--- config.mk ---
export PLATFORM = sky130hd
export DESIGN_NAME = seq_alu
export DESIGN_NICKNAME = d
export VERILOG_FILES = /design/src/rtl/seq_alu_pkg.sv /design/src/rtl/seq_alu_mul.sv /design/src/rtl/seq_alu.sv
export SDC_FILE = /design/constraint.sdc
export NUM_CORES = 1
export LEC_CHECK = 0
export ABC_AREA = 1
export BUFFER_PORTS_ARGS = -buffer_cell sky130_fd_sc_hd__buf_2
export CORE_UTILIZATION = 65
export DETAILED_ROUTE_END_ITERATION = 8
export PLACE_DENSITY = 0.84
export SLEW_MARGIN = 5
export SYNTH_ARGS = -nofsm -noshare
export SYNTH_HDL_FRONTEND = slang
export SYNTH_SLANG_ARGS = --single-unit
export TNS_END_PERCENT = 100
--- constraint.sdc ---
create_clock -name clk -period 1.7 [get_ports clk]
set_input_delay 0 -clock clk [delete_from_list [all_inputs] [get_ports clk]]
set_output_delay 0 -clock clk [all_outputs]
set_load 0.005 [all_outputs]
--- src/rtl/seq_alu_pkg.sv ---
// Shared types and saturation limits for the sequential ALU.
// Used by seq_alu and, when SEQ_ALU_MUL_EN is defined, by seq_alu_mul.
package seq_alu_pkg;

    typedef enum logic [3:0] {
        OP_ADD = 4'd0,
        OP_SUB = 4'd1,
        OP_AND = 4'd2,
        OP_NOR = 4'd3,
        OP_SLL = 4'd4,
        OP_SRL = 4'd5,
        OP_SRA = 4'd6,
        OP_LHB = 4'd7,
        OP_MUL = 4'd8
    } op_e;

    typedef enum logic {
        ST_IDLE     = 1'b0,
        ST_MUL_BUSY = 1'b1
    } state_e;

    // Limits are returned zero-extended in 64 bits; callers size-cast to their width.
    function automatic logic [63:0] sat_max(input int w);
        return (64'd1 << (w - 1)) - 64'd1;
    endfunction

    function automatic logic [63:0] sat_min(input int w);
        return 64'd1 << (w - 1);
    endfunction

endpackage

--- src/rtl/seq_alu_mul.sv ---
// Iterative signed shift-add multiplier, one multiplier bit per cycle,
// producing a 2*WIDTH product saturated to WIDTH bits. Built only with SEQ_ALU_MUL_EN.
module seq_alu_mul
    import seq_alu_pkg::*;
#(
    parameter int WIDTH = 16
) (
    input  logic             clk,
    input  logic             rst_n,
    input  logic             start_i,
    input  logic [WIDTH-1:0] a_i,
    input  logic [WIDTH-1:0] b_i,
    output logic             done_o,
    output logic [WIDTH-1:0] prod_o,
    output logic             ov_o
);

    localparam int CW = $clog2(WIDTH);
    localparam logic [WIDTH-1:0] MAX_V = WIDTH'(sat_max(WIDTH));
    localparam logic [WIDTH-1:0] MIN_V = WIDTH'(sat_min(WIDTH));

    logic signed [2*WIDTH-1:0] mcand_q;
    logic signed [2*WIDTH-1:0] acc_q;
    logic signed [2*WIDTH-1:0] addend;
    logic signed [2*WIDTH-1:0] acc_d;
    logic        [WIDTH-1:0]   mplier_q;
    logic        [CW-1:0]      cnt_q;
    logic                      busy_q;
    logic                      last;
    logic                      sat;

    assign last = (cnt_q == CW'(WIDTH - 1));

    // The multiplier MSB carries negative weight, so the final step subtracts.
    always_comb begin
        addend = mplier_q[0] ? mcand_q : '0;
        acc_d  = last ? (acc_q - addend) : (acc_q + addend);
    end

    assign sat    = !((&acc_d[2*WIDTH-1:WIDTH-1]) || (~|acc_d[2*WIDTH-1:WIDTH-1]));
    assign ov_o   = sat;
    assign prod_o = sat ? (acc_d[2*WIDTH-1] ? MIN_V : MAX_V) : acc_d[WIDTH-1:0];
    assign done_o = busy_q && last;

    always_ff @(posedge clk or negedge rst_n) begin
        if (!rst_n) begin
            busy_q <= 1'b0;
            cnt_q  <= '0;
        end else if (start_i) begin
            busy_q <= 1'b1;
            cnt_q  <= '0;
        end else if (busy_q) begin
            if (last) begin
                busy_q <= 1'b0;
                cnt_q  <= '0;
            end else begin
                cnt_q <= cnt_q + CW'(1);
            end
        end
    end

    always_ff @(posedge clk) begin
        if (start_i) begin
            mcand_q  <= {{WIDTH{a_i[WIDTH-1]}}, a_i};
            mplier_q <= b_i;
            acc_q    <= '0;
        end else if (busy_q) begin
            acc_q    <= acc_d;
            mcand_q  <= mcand_q <<< 1;
            mplier_q <= mplier_q >> 1;
        end
    end

endmodule

--- src/rtl/seq_alu.sv ---
// Sequential ALU: single-cycle ops with registered result and flags.
// Define SEQ_ALU_MUL_EN to add the iterative multiplier (opcode 8) and its busy state.
module seq_alu
    import seq_alu_pkg::*;
#(
    parameter int WIDTH = 16,
    parameter int SHW   = $clog2(WIDTH)
) (
    input  logic             clk,
    input  logic             rst_n,
    input  logic             in_vld,
    output logic             in_rdy,
    input  logic [3:0]       func,
    input  logic [WIDTH-1:0] src0,
    input  logic [WIDTH-1:0] src1,
    input  logic [SHW-1:0]   shamt,
    output logic [WIDTH-1:0] dst,
    output logic             out_vld,
    output logic             ov,
    output logic             zr,
    output logic             neg
);

    localparam logic [WIDTH-1:0] MAX_V = WIDTH'(sat_max(WIDTH));
    localparam logic [WIDTH-1:0] MIN_V = WIDTH'(sat_min(WIDTH));

    function automatic logic [WIDTH-1:0] sat_lim(input logic to_min);
        return to_min ? MIN_V : MAX_V;
    endfunction

    logic signed [WIDTH-1:0] s0_s;
    logic signed [WIDTH-1:0] s1_s;
    logic signed [WIDTH-1:0] sum_s;
    logic signed [WIDTH-1:0] diff_s;
    logic        [WIDTH-1:0] alu_res;
    logic                    alu_ov;
    logic                    accept;
    logic                    mul_req;
    logic                    mul_done;
    logic        [WIDTH-1:0] mul_prod;
    logic                    mul_ov;

    logic [WIDTH-1:0] dst_q, dst_d;
    logic             vld_q, vld_d;
    logic             ov_q, ov_d;
    logic             zr_q, zr_d;
    logic             neg_q, neg_d;

    assign s0_s   = src0;
    assign s1_s   = src1;
    assign sum_s  = s0_s + s1_s;
    assign diff_s = s1_s - s0_s;
    assign accept = in_vld && in_rdy;

`ifdef SEQ_ALU_MUL_EN
    state_e state_q, state_d;

    assign mul_req = (func == OP_MUL);
    assign in_rdy  = (state_q == ST_IDLE);

    seq_alu_mul #(
        .WIDTH (WIDTH)
    ) u_mul (
        .clk     (clk),
        .rst_n   (rst_n),
        .start_i (accept && mul_req),
        .a_i     (src0),
        .b_i     (src1),
        .done_o  (mul_done),
        .prod_o  (mul_prod),
        .ov_o    (mul_ov)
    );

    always_ff @(posedge clk or negedge rst_n) begin
        if (!rst_n) begin
            state_q <= ST_IDLE;
        end else begin
            state_q <= state_d;
        end
    end

    always_comb begin
        state_d = state_q;
        case (state_q)
            ST_IDLE:     if (accept && mul_req) state_d = ST_MUL_BUSY;
            ST_MUL_BUSY: if (mul_done) state_d = ST_IDLE;
            default:     state_d = ST_IDLE;
        endcase
    end
`else
    assign mul_req  = 1'b0;
    assign mul_done = 1'b0;
    assign mul_prod = '0;
    assign mul_ov   = 1'b0;
    assign in_rdy   = 1'b1;
`endif

    // Reserved opcodes (and MUL when the multiplier is absent) fall to the zero default.
    always_comb begin
        alu_res = '0;
        alu_ov  = 1'b0;
        case (func)
            OP_ADD: begin
                alu_ov  = (s0_s[WIDTH-1] == s1_s[WIDTH-1]) && (sum_s[WIDTH-1] != s0_s[WIDTH-1]);
                alu_res = alu_ov ? sat_lim(s0_s[WIDTH-1]) : sum_s;
            end
            OP_SUB: begin
                alu_ov  = (s1_s[WIDTH-1] != s0_s[WIDTH-1]) && (diff_s[WIDTH-1] != s1_s[WIDTH-1]);
                alu_res = alu_ov ? sat_lim(s1_s[WIDTH-1]) : diff_s;
            end
            OP_AND: alu_res = src0 & src1;
            OP_NOR: alu_res = ~(src0 | src1);
            OP_SLL: alu_res = src1 << shamt;
            OP_SRL: alu_res = src1 >> shamt;
            OP_SRA: alu_res = s1_s >>> shamt;
            OP_LHB: alu_res = {src1[WIDTH/2-1:0], src0[WIDTH/2-1:0]};
            default: begin
                alu_res = '0;
                alu_ov  = 1'b0;
            end
        endcase
    end

    always_comb begin
        dst_d = dst_q;
        ov_d  = ov_q;
        zr_d  = zr_q;
        neg_d = neg_q;
        vld_d = 1'b0;
        if (accept && !mul_req) begin
            dst_d = alu_res;
            ov_d  = alu_ov;
            zr_d  = ~|alu_res;
            neg_d = alu_res[WIDTH-1];
            vld_d = 1'b1;
        end else if (mul_done) begin
            dst_d = mul_prod;
            ov_d  = mul_ov;
            zr_d  = ~|mul_prod;
            neg_d = mul_prod[WIDTH-1];
            vld_d = 1'b1;
        end
    end

    always_ff @(posedge clk or negedge rst_n) begin
        if (!rst_n) begin
            dst_q <= '0;
            vld_q <= 1'b0;
            ov_q  <= 1'b0;
            zr_q  <= 1'b0;
            neg_q <= 1'b0;
        end else begin
            dst_q <= dst_d;
            vld_q <= vld_d;
            ov_q  <= ov_d;
            zr_q  <= zr_d;
            neg_q <= neg_d;
        end
    end

    assign dst     = dst_q;
    assign out_vld = vld_q;
    assign ov      = ov_q;
    assign zr      = zr_q;
    assign neg     = neg_q;

endmodule

==> metrics.txt, run 1 <==
die height 91.76 um; Mapped Area 0.005236 mm2; asr flop ratio synth 1.000; synthesized area per cell 5.466 um2; Top-Level Pins 64; Die W ~92 um; ys flop type dfrtp_1; largest family of logic cells by synthesized area simple AND/OR/NAND/NOR gates; status did not finish; flops & latches, synth 19; CTS root buffer clkbuf_8; worst-case clock buffer depth 2; mux share of post-synthesis cell area 0; Hold Buf Count CTS 2; Failed at 4_1_cts; simple-gate share of the synthesized area 0.4949; Log Error [ERROR DPL-0038] Utilization greater than 100%, impossible to legalize; initial core utilization 0.6741; estimated wirelength of the detail-placed design 20270 um; Ys Warns 0; synthesized instance count 958; Synth Area in Compound Gates 0.1283; EDFF count, synth 0; Yosys cell types 45; Post-Synth Adder-Cell Area 0.1381; pre-CTS WS -1.801 ns; sequential fraction of the synthesis area 0.09080; Synth Net Count 1057; area share of xor/xnor cells in the synthesized design 0.01505; Num Clock Sinks 19; CTS resizes approximately 120; routability cong. 1.204; port bufs 62; number of setup buffers added after CTS 41; H-tree depth 1; # rows 32; CTS buffer count 3
-- Yosys cell counts (10+ instances only) --
cell | number | share of area
a21oi_1 | 41 | 0.039
a31oi_1 | 11 | 0.013
buf_2 | 16 | 0.015
dfrtp_1 | 19 | 0.091
ha_1 | 53 | 0.13
inv_1 | 104 | 0.075
inv_2 | 10 | 0.0072
nand2_1 | 340 | 0.24
nand2_2 | 20 | 0.024
nand3_1 | 129 | 0.12
nand4_1 | 13 | 0.016
nor2_1 | 82 | 0.059
o21ai_0 | 23 | 0.022
-- per-stage QoR --
| stage | std cells | setup TNS, ns | cell area, um2 | util |
|---|---|---|---|---|
| floorplan | 958 | -14.52 | 5389 | - |
| detailed placement | 1278 | -26.06 | 7076 | 0.9109 |
| global placement | 1278 | -21.98 | 7076 | 0.9109 |
-- cell families after synthesis --
logic type,Yosys count
DFF,19
other,1
xor gates and xnor gates,9
adders and majority gates,56
buffers and inverters,156
AOI/OAI and AO/OA,111
and+or+nand+nor,606
==> inputs of run 2 (changes only) <==
- CORE_UTILIZATION: 65 -> 40
- PLACE_DENSITY: 0.84 -> default
- PLACE_DENSITY_LB_ADDON: default -> 0.15
==> metrics.txt, run 2 <==
Max Cap Viol 0; Post-synth top cells 340 x nand2_1, 129 x nand3_1, 104 x inv_1 (unchanged); core area 0.01267 mm2; hold slack final ~0.22 ns; Residual DRC 0; Pre-antenna DRT Iters 5; Tmin final 2.898 ns; max incr delay on CP 0.47 ns; # fillers approximately 1100; Mapped Area 0.005236 mm2 (unchanged); flops & latches, synth 19 (unchanged); Slowest cell on crit path fa_1; Yosys cell types 45 (unchanged); synthesized area per cell 5.466 um2 (unchanged); DR vias/cell between 5 and 6; CTS tree built; Antenna diodes 0; first-pass GRT wire length 37430 um; Clk pwr share 0.129; Layout area overhead 66.14%; CP top delay family simple AND/OR/NAND/NOR gates; Die W 116.4 um (was 91.76 um); sequential fraction of the synthesis area 0.09080 (unchanged); status finished with violations (was did not finish); Avg WL per Cell 16.80 um; non-filler instance count after layout around 1500; most common cell after layout, fill and taps aside nand2_1; Setup crit start kind input pin; leakage about 0.0048 uW; most frequent cells in the layout 313 x nand2_1, 294 x buf_4, 117 x nand3_1; failing checks negative setup slack; Iter 0 DRT Violations 689; period utilization 1.705; post-synth top area share 0.2437 (unchanged); initial core utilization 0.4133 (was 0.6741); cell mode on critical path nand2_2; CTS buffer count 3 (unchanged); GR Overflow Total 0; routed wire length around 25000 um; Peak Freq 345.1 MHz; estimated wirelength of the detail-placed design 19150 um (was 20270 um); Largest register FFs 16; Register Area approximately 480 um2; die height 116.4 um (was 91.76 um); most frequent cell after synthesis nand2_1 (unchanged); Yosys top cell by area nand2_1 (unchanged); worst skew pair latency 0.25 ns; Pwr per Cell Area 425.9 mW/mm2; Pint 2044 uW; pre-CTS WS -1.536 ns (was -1.801 ns); Layout Nets 1398; WP data required 1.89 ns; asr flop ratio synth 1.000 (unchanged); share of cells above drive strength 1 0.4137; Synth Net Count 1057 (unchanged); DR vias 7765; routability cong. 1.045 (was 1.204); # rows 41 (was 32); Switching Share 0.4483; post-route setup TNS -17.70 ns; synth top area cells nand2_1 24%, ha_1 13%, nand3_1 12% (unchanged); initial antenna violation count 0; Ys Warns 0 (unchanged); largest net degree at the start of global routing 31; CTS root buffer clkbuf_16 (was clkbuf_8); number of max-slew violations in the final report 0; H-tree depth 1 (unchanged); vias in the first global route roughly 7300; EDFF count, synth 0 (unchanged); worst vdd ir 0.0003140 V; Antenna Nets Post-Route 0; Multi-input gate area 0.004592 mm2; RSZ-0062 raised after global routing true; CP Class input pin to register; Num Clock Sinks 19 (unchanged); Placed Cells 1404 (was 1278); Top-Level Pins 64 (unchanged); Setup Skew 0 ns; post-layout util 0.6866; GRT Util Overall 0.3666; final setup fails 18; net load switching power approximately 1700 uW; combinational share of power 0.727; Bufs and invs on worst path 7; crit path DAT 3.09 ns; sequential power share 0.143; synthesized instance count 958 (unchanged); ys flop type dfrtp_1 (unchanged); worst-path fanout max 7; final hold vios 0; die area between 0.01 and 0.015 mm2; slack of the critical path -1.198 ns; worst-case clock buffer depth 2 (unchanged); Setup crit end kind register; port bufs 62 (unchanged); clk slew on worst S/H paths 0.05 ns; Tightest Hold Check Type input pin to async pin
==> run 2: cell counts after synthesis <==
Identical to the previous run, type by type.
==> run 2: logic make-up after synthesis <==
family,Yosys count,share of synthesized area
flip-flops,19,0.09080
AND/OR/NAND/NOR,606,0.4949
AO/OA/AOI/OAI,111,0.1283
other,1,0.0007162
adder cells (fa/ha/maj),56,0.1381
buffers and inverters,156,0.1321
XOR/XNOR,9,0.01505
==> run 2: final timing paths <==
check                           startpoint  endpoint  slack, ns  depth (start not counted)
min in group clk                   func[0]        ov       0.39                          5
worst min register to register      dst[7]    dst[7]       0.47                          2
worst min-delay path                 rst_n        zr       0.22                          2
worst max register to register     dst[12]   dst[12]       0.93                          2
max in group asynchronous            rst_n   dst[12]       1.18                          2
worst max-delay path               src0[2]        zr      -1.20                         27
==> run 2: metal layers <==
metal / global-route usage / vias up / share of wire
met5: 0 / - / 0
met4: 0.2103 / 0 / 0.067
met3: 0.02958 / 107 / 0.076
met2: 0.5795 / 397 / 0.43
met1: 0.4896 / 3509 / 0.43
li1: - / 3752 / -
==> run 2: timing repair <==
action,4_1_cts,5_1_grt
setup endpoints to repair,18,18
endpoints found under the hold margin,20,0
resized for setup,101,49
hold buffers,2,0
pin swaps,53,28
setup buffers,58,10
gates cloned,0,0
==> run 2: cell type report <==
class / instances / area share
clock inverter: 1 / 0.0005753
clock buffer: 3 / 0.008629
inverter: 115 / 0.05350
sequential: 19 / 0.05465
tap: 172 / 0.02474
multi-input combinational: 783 / 0.5278
timing repair buffer: 377 / 0.3301
==> run 2: through the flow <==
step / power [uW] / cell area (um2)
3_3_place_gp: 2756 / 7571
6_report: 3705 / 8700
2_1_floorplan: 1730 / 5389
3_5_place_dp: 2773 / 7571
4_1_cts: 3508 / 8466
5_1_grt: 3938 / 8700
==> run 2: power groups by stage <==
stage / combinational, uW / sequential, uW / clock, uW
finish: 2690 / 531 / 479
global route: 2890 / 540 / 505
CTS: 2490 / 532 / 485
detailed placement: 2230 / 538 / 0
global placement: 2220 / 536 / 0
floorplan: 1190 / 544 / 0
No activity file was read; power rests on OpenSTA's default activity.
